<file path="config.mk">
export PLATFORM = sky130hd
export DESIGN_NAME = ptngen_multi
export DESIGN_NICKNAME = d
export VERILOG_FILES = /design/src/rtl/ptngen_multi.sv
export SDC_FILE = /design/constraint.sdc
export NUM_CORES = 1
export LEC_CHECK = 0
export BUFFER_PORTS_ARGS = -buffer_cell sky130_fd_sc_hd__buf_2
export CORE_ASPECT_RATIO = 2
export CORE_UTILIZATION = 30
export CTS_CLUSTER_DIAMETER = 60
export DETAILED_ROUTE_END_ITERATION = 8
export REMOVE_ABC_BUFFERS = 1
export SLEW_MARGIN = 5
export SYNTH_ARGS = -nofsm -noshare
export SYNTH_HDL_FRONTEND = slang
export SYNTH_SLANG_ARGS = --single-unit
</file>
<file path="constraint.sdc">
create_clock -name PCK -period 6 [get_ports PCK]
set_clock_uncertainty 0.1 [all_clocks]
set_input_delay 1.8 -clock PCK [delete_from_list [all_inputs] [get_ports PCK]]
set_output_delay 1.8 -clock PCK [all_outputs]
set_load 0.05 [all_outputs]
</file>
<file path="src/rtl/ptngen_multi.sv">
// ptngen_multi: video test-pattern generator driven by external HCNT/VCNT.
// Patterns: solid colour, colour bars, ramp-shaded bars and a checkerboard,
// with horizontal banding that inverts bar colours on even bands.
// The selected pattern is latched once per frame so a frame never tears.
// Optional horizontal scrolling is compiled in with macro PTNGEN_SCROLL_EN;
// without it the scroll offset is a constant zero and no register exists.
module ptngen_multi #(
    parameter int CNT_W       = 10,
    parameter int COLOR_W     = 8,
    parameter int H_BLANK     = 160,
    parameter int H_TOTAL     = 800,
    parameter int V_BLANK     = 45,
    parameter int V_TOTAL     = 525,
    parameter int V_BANDS     = 4,
    parameter int CHECK_LOG2  = 5,
    parameter int GRAD_LSB    = 2,
    parameter int SCROLL_STEP = 4
) (
    input  logic               PCK,
    input  logic               RST,
    input  logic [CNT_W-1:0]   VCNT,
    input  logic [CNT_W-1:0]   HCNT,
    input  logic [1:0]         MODE,
    input  logic [2:0]         SOLID_RGB,
    output logic [COLOR_W-1:0] VGA_R,
    output logic [COLOR_W-1:0] VGA_G,
    output logic [COLOR_W-1:0] VGA_B,
    output logic               VGA_DE,
    output logic [7:0]         FRAME_CNT
);

    localparam int XW     = CNT_W + 1;
    localparam int H_ACT  = H_TOTAL - H_BLANK;
    localparam int BAR_W  = H_ACT / 8;
    localparam int BAND_H = (V_TOTAL - V_BLANK) / V_BANDS;

    typedef enum logic [1:0] {
        PAT_SOLID = 2'd0,
        PAT_BARS  = 2'd1,
        PAT_RAMP  = 2'd2,
        PAT_CHECK = 2'd3
    } pat_e;

    pat_e               mode_q;
    logic [7:0]         frame_q;
    logic [COLOR_W-1:0] r_q, g_q, b_q, r_d, g_d, b_d;
    logic               de_q, de_d;

    logic               active_w, frame_start_w;
    logic [XW-1:0]      x_w, y_w, x_sum_w, x_eff_w, bar_full_w, band_full_w, scroll_w;
    logic [2:0]         bar_w, c3_w;
    logic               band_even_w, chk_w;
    logic [3:0]         g4_w;
    logic [COLOR_W-1:0] ramp_w;

`ifdef PTNGEN_SCROLL_EN
    logic [XW-1:0] scroll_q, scroll_d, scroll_sum_w;

    // Advance the scroll offset by one step per frame, wrapping at the active width.
    always_comb begin
        scroll_sum_w = scroll_q + XW'(SCROLL_STEP);
        scroll_d     = (scroll_sum_w >= XW'(H_ACT)) ? scroll_sum_w - XW'(H_ACT) : scroll_sum_w;
    end

    // Scroll register: cleared by reset, updated only at frame start.
    always_ff @(posedge PCK) begin
        if (RST) begin
            scroll_q <= '0;
        end else if (frame_start_w) begin
            scroll_q <= scroll_d;
        end
    end

    assign scroll_w = scroll_q;
`else
    assign scroll_w = '0;
`endif

    // Pixel coordinates, bar/band indices and per-pattern building blocks.
    always_comb begin
        active_w      = (HCNT >= CNT_W'(H_BLANK - 1)) && (HCNT < CNT_W'(H_TOTAL - 1))
                        && (VCNT >= CNT_W'(V_BLANK));
        frame_start_w = (HCNT == '0) && (VCNT == '0);
        x_w           = {1'b0, HCNT} - XW'(H_BLANK - 1);
        y_w           = {1'b0, VCNT} - XW'(V_BLANK);
        x_sum_w       = x_w + scroll_w;
        x_eff_w       = (x_sum_w >= XW'(H_ACT)) ? x_sum_w - XW'(H_ACT) : x_sum_w;
        bar_full_w    = x_eff_w / XW'(BAR_W);
        // A leftover partial bar at the right edge stays in bar 7 rather than wrapping.
        bar_w         = (bar_full_w > XW'(7)) ? 3'd7 : bar_full_w[2:0];
        band_full_w   = y_w / XW'(BAND_H);
        band_even_w   = ((band_full_w % XW'(2)) == '0);
        c3_w          = band_even_w ? ~bar_w : bar_w;
        g4_w          = x_eff_w[GRAD_LSB+3:GRAD_LSB];
        ramp_w        = {(COLOR_W/4){g4_w}};
        chk_w         = x_eff_w[CHECK_LOG2] ^ y_w[CHECK_LOG2];
    end

    // Select the colour for the current pixel; blanking forces black and DE low.
    always_comb begin
        r_d  = '0;
        g_d  = '0;
        b_d  = '0;
        de_d = 1'b0;
        if (active_w) begin
            de_d = 1'b1;
            unique case (mode_q)
                PAT_SOLID: begin
                    r_d = {COLOR_W{SOLID_RGB[2]}};
                    g_d = {COLOR_W{SOLID_RGB[1]}};
                    b_d = {COLOR_W{SOLID_RGB[0]}};
                end
                PAT_BARS: begin
                    r_d = {COLOR_W{c3_w[2]}};
                    g_d = {COLOR_W{c3_w[1]}};
                    b_d = {COLOR_W{c3_w[0]}};
                end
                PAT_RAMP: begin
                    r_d = c3_w[2] ? ramp_w : '0;
                    g_d = c3_w[1] ? ramp_w : '0;
                    b_d = c3_w[0] ? ramp_w : '0;
                end
                PAT_CHECK: begin
                    r_d = {COLOR_W{chk_w}};
                    g_d = {COLOR_W{chk_w}};
                    b_d = {COLOR_W{chk_w}};
                end
            endcase
        end
    end

    // Registered outputs plus per-frame mode latch and frame counter; reset wins.
    always_ff @(posedge PCK) begin
        if (RST) begin
            r_q     <= '0;
            g_q     <= '0;
            b_q     <= '0;
            de_q    <= 1'b0;
            mode_q  <= PAT_BARS;
            frame_q <= '0;
        end else begin
            r_q  <= r_d;
            g_q  <= g_d;
            b_q  <= b_d;
            de_q <= de_d;
            if (frame_start_w) begin
                mode_q  <= pat_e'(MODE);
                frame_q <= frame_q + 8'd1;
            end
        end
    end

    assign VGA_R     = r_q;
    assign VGA_G     = g_q;
    assign VGA_B     = b_q;
    assign VGA_DE    = de_q;
    assign FRAME_CNT = frame_q;

endmodule
</file>
# --- Yosys cells after proc, flatten, opt, wreduce, memory -nomap -nowiden ---
# Cells that the tools add are included.
op_classes:
  magnitude_cmp: 5
  reduce_logical: 8
  n_mux: 10
  add_sub_neg: 4
  div: 2
  eq_ne: 3
  bitwise_logic: 3
op_table:
  columns: ["operator", "n"]
  rows:
  - ["8-bit one-hot mux with 4 select lines", 3]
  - ["8-bit two-way mux", 3]
  - ["11-bit by 7-bit divider with 11-bit output, second input constant", 2]
  - ["10-bit logical NOT", 2]
  - ["11-bit by 10-bit >= comparator with 1-bit output, second input constant", 1]
  - ["11-bit by 3-bit > comparator with 1-bit output, second input constant", 1]
  - ["11-bit logical NOT", 1]
  - ["11-bit two-way mux", 1]
  - ["10-bit by 6-bit subtractor with 11-bit output, second input constant", 1]
  - ["10-bit by 8-bit subtractor with 11-bit output, second input constant", 1]
  - ["11-bit by 10-bit subtractor with 11-bit output, second input constant", 1]
  - ["10-bit by 6-bit >= comparator with 1-bit output, second input constant", 1]
  - ["10-bit by 8-bit >= comparator with 1-bit output, second input constant", 1]
  - ["10-bit < comparator, second input constant", 1]
  - ["8-bit by 1-bit adder with 8-bit output, second input constant", 1]
  - ["3-bit two-way mux", 2]
  - ["2-bit equality test, second input constant", 2]
  - ["1-bit logical AND", 3]
  - ["3-bit NOT", 1]
  - ["2-bit by 1-bit equality test with 1-bit output, second input constant", 1]
  - ["2-bit logical NOT", 1]
  - ["2-bit OR reduction", 1]
  - ["1-bit two-way mux", 1]
  - ["1-bit NOT", 1]
  - ["1-bit XOR", 1]
totals:
  elab_cells: 41
  regBits: 35
  out_inout_bits: 33

# --- Depth between registers and ports, before layout ---
depth:
  word_depth: 10
  mapped_depth: 18
  mapped_depth_nobuf: 16

# --- Worst setup path after synthesis ---
# OpenSTA, ideal clock, no wires.
synth_path:
  kind: "input -> register"
  startpoint: "input HCNT[0]"
  endpoint: "register b_q[3], in the netlist VGA_B[3]"
  cell_stages: 17
  arrival_ns: 5.197
  n_path_buf: 2
  path_slack_ns: 0.634
  cell_sequence: "ha_1 > buf_2 > and4_4 > o31ai_2 > xnor2_1 > inv_1 > ha_1 > clkbuf_1 > mux2_2 > o21ai_0 > a2bb2oi_1 > nand2_1 > nor4b_1 > nand4b_1 > and4b_1 > or3b_4 > a21oi_1"
synth_between:
  elab_chain_cells: 10
synth_lines:
  columns: ["element", "line_no", "source"]
  rows:
  - ["from (decl)", "22", "input logic [CNT_W-1:0] HCNT,"]
  - ["10-bit by 8-bit subtractor with 11-bit output", "84", "x_w = {1'b0, HCNT} - XW'(H_BLANK - 1);"]
  - ["11-bit by 10-bit subtractor with 11-bit output / 11-bit by 10-bit >= comparator with 1-bit output (equally long branches)", "87", "x_eff_w = (x_sum_w >= XW'(H_ACT)) ? x_sum_w - XW'(H_ACT) : x_sum_w;"]
  - ["11-bit two-way mux", "87", null]
  - ["11-bit by 7-bit divider with 11-bit output", "88", "bar_full_w = x_eff_w / XW'(BAR_W);"]
  - ["11-bit by 3-bit > comparator with 1-bit output", "90", "bar_w = (bar_full_w > XW'(7)) ? 3'd7 : bar_full_w[2:0];"]
  - ["3-bit two-way mux", "90", null]
  - ["3-bit NOT", "93", "c3_w = band_even_w ? ~bar_w : bar_w;"]
  - ["3-bit two-way mux", "93", null]
  - ["8-bit two-way mux", "121", "b_d = c3_w[0] ? ramp_w : '0;"]
  - ["8-bit one-hot mux with 4 select lines", "107", "unique case (mode_q)"]
  - ["to (signal assigned)", "137", "b_q <= '0;"]
  - ["to (signal assigned)", "144", "b_q <= b_d;"]
  - ["to (decl)", "46", "logic [COLOR_W-1:0] r_q, g_q, b_q, r_d, g_d, b_d;"]
# Parallel ways exist; a longest one is shown, timed or not.
# A chain may end at the register's enable or synchronous reset.

# --- Final worst setup path ---
# Ends and elaborated chain as after synthesis.

==> results.json <==
{
  "start_kind": "input port",
  "synthTopCellsByArea": "dfxtp_1, a21oi_1, buf_4, nand2_1, ha_1",
  "numCtsBuffers": 3,
  "final_nets": 413,
  "die-area_sq_um": 8852,
  "vias_per_cell": 5.728,
  "dominantRegCellSynth": "dfxtp_1",
  "fmax_ghz": 0.1809,
  "wl_per_cell_microns": 15.35,
  "layout-drive-gt1-share_pct": 23.08,
  "critPathTopFamily": "compound AO/OA/AOI/OAI gates",
  "holdWs_ns": 0.4268,
  "antenna_found_initial": 0,
  "grt.overflow.total": 0,
  "async_reset_ff_share_pct": 0,
  "max_stage_delay_ns": 0.52,
  "cpMaxStageDelayCell": "a2111oi_1",
  "via_count": 2721,
  "wl_microns": 7293,
  "netlist.area_leader.share_pct": 18.15,
  "start_util_pct": 30.82,
  "path_max_fanout": 12,
  "path_buf_inv": 3,
  "crit_chain": "buf_2 > ha_1 > and4_4 > o31ai_2 > xnor2_1 > inv_1 > ha_1 > buf_4 > a221oi_2 > nor2_1 > a2111oi_1 > a211oi_2 > mux2i_1 > nor3_1 > and4b_1 > or3b_4 > a21oi_1",
  "gp_congestion": 0.8928,
  "grt_pass1_vias": 2662,
  "report.final.slew_viol_count": 0,
  "clk_pin_slew_ns": 0.06,
  "p_leak_nw": 1.241,
  "cts_buffer_depth": 2,
  "netlist_area_sq_um": 2537,
  "io_buffers": 59,
  "drv_cap": 0,
  "rows": 47,
  "htreeDepth": 1,
  "synth_edf_count": 0,
  "cp.required_ns": 6.09,
  "cts.repair.resized": 0,
  "drtIter0Drc": 101,
  "postSynthAreaPerCell_sq_um": 7.485,
  "antenna_cells": 0,
  "cp_data_arrival_time_ns": 5.62,
  "placedCellCount": 471,
  "finalCritPeriodShare_pct": 92.15,
  "instances_no_fill": 475,
  "power_mw": 0.7003,
  "clock_latency_ns": 0.26,
  "ios": 60,
  "post-route-util_pct": 35.14,
  "power_density_nw_per_um2": 242.1,
  "ys_types": 72,
  "holdBufCountCts": 0,
  "cts_tree": "built",
  "synth_common_cells": "nand2_1, a21oi_1, nor2_1, dfxtp_1, o21ai_0",
  "worst_pin_slew_ns": 0.7021,
  "rsz0062_at_grt": "no",
  "synthCells": 339,
  "status": "finished, final reports clean",
  "grt_pass1_wl_microns": 11930,
  "yosysWarnings": 0,
  "yosys.cell_count.top_type": "nand2_1",
  "antenna_left": 0,
  "dieWidth_microns": 67.03,
  "die_h_microns": 132.1,
  "hold_class": "flop to flop",
  "yosys.area.top_type": "dfxtp_1",
  "core-area_sq_um": 8233,
  "clock-sinks": 23,
  "synth-seq-cells": 23,
  "ys_seq_area_share_pct": 18.15,
  "drc": 0,
  "relSlewSlack_pct": 52.86,
  "period_minus_slack_ns": 5.529,
  "criticalPathCategory": "input port to flop",
  "crit_top_cell": "ha_1",
  "setup_viol_count_final": 0,
  "place_hpwl_microns": 6002,
  "grt_util_all_layers_pct": 16.93,
  "grt_max_degree": 15,
  "hold_viol_final": 0,
  "first_pass_iters": 4,
  "cts_root_buffer": "clkbuf_16",
  "area_growth_syn_to_layout_pct": 14.00,
  "crit_path_end_kind": "flop",
  "timing.setup.tns_ns": 0,
  "post_cts_buffers": 0,
  "ir_drop_mv": 0.1264
}
cells by family (layout without fill, tap and decap cells):
family          after synthesis  in the layout  share of synthesized area [%]
compound gates              108            108                          29.54
buf+inv                      42             80                          9.221
xor+xnor                     20             20                          6.903
fa+ha+maj                     9              9                          4.339
mux                           7              7                          2.860
flops                        23             23                          18.15
simple gates                130            130                          28.99
final timing paths:
path | start | endpoint | slack, ns | cells after the start
worst max-delay path | HCNT[0] | VGA_B[3]$_SDFF_PP0_ | 0.47 | 17
worst min-delay path | FRAME_CNT[7]$_SDFFE_PP0P_ | FRAME_CNT[7]$_SDFFE_PP0P_ | 0.43 | 2
worst max register to register | mode_q[1]$_SDFFE_PP0P_ | VGA_B[3]$_SDFF_PP0_ | 4.14 | 7
worst min register to register | FRAME_CNT[7]$_SDFFE_PP0P_ | FRAME_CNT[7]$_SDFFE_PP0P_ | 0.43 | 2
state kept, by name, indices dropped and copies added (netlist names):
| register | count |
|---|---|
| VGA_G | 4 |
| FRAME_CNT | 8 |
| VGA_DE | 1 |
| mode_q | 2 |
| VGA_B | 4 |
| VGA_R | 4 |
power breakdown:
part	internal, mW	switching (mW)
Sequential	0.171	0.00655
Combinational	0.106	0.271
Clock	0.0903	0.0553
Total	0.367	0.333
layout by cell type (no fill, tap or decap), types with 3 or more instances in the layout:
master,Yosys,layout
o2111ai_1,3,3
nand2b_1,6,6
nor4_1,4,3
and3_1,7,7
a21o_1,3,3
o211ai_1,5,5
buf_4,15,5
xor2_1,10,10
a211oi_1,4,4
buf_2,4,59
nor2_1,26,26
o21ai_0,17,17
o21a_1,4,4
clkbuf_16,0,3
a31oi_1,4,4
nand4_1,4,4
dfxtp_1,23,23
nand2_1,29,29
ha_1,8,8
nand4b_1,4,4
a21oi_1,27,27
xnor2_1,10,10
a211o_1,4,4
nor2b_1,5,5
nor4b_1,4,4
nand3b_1,3,3
mux2i_1,5,5
nand3_1,13,13
o21ai_1,7,7
nor3_1,6,6
inv_1,12,12
worst min-delay path, stage by stage (launching register included):
cell	delay, ns
dfxtp_1	0.34
xor2_1	0.07
nor2_1	0.08
routing by layer:
layer / part of all wire [%] / track usage (%) / vias up
met5: 0 / 0 / -
met4: 4.9 / 10.17 / 0
met3: 3.6 / 1.730 / 31
met2: 53 / 31.28 / 93
met1: 38 / 17.03 / 1279
li1: - / - / 1318
area by class of cell:
cell class	instances	area, sq um
timing repair buffer	64	332.8
inverter	12	45.04
multi-input combinational	274	1849
fill	878	5340
tap	98	122.6
clock inverter	1	7.507
clock buffer	3	75.07
sequential	23	460.4
stage by stage:
step / setup slack, ns / cell area [sq um]
final: 0.4708 / 2893
after global routing: 0.2151 / 2893
after CTS: 0.5195 / 2893
after detailed placement: 0.2787 / 2810
after global placement: 0.3580 / 2810
after floorplan: 0.5297 / 2349
(Power assumes the default switching activity.)
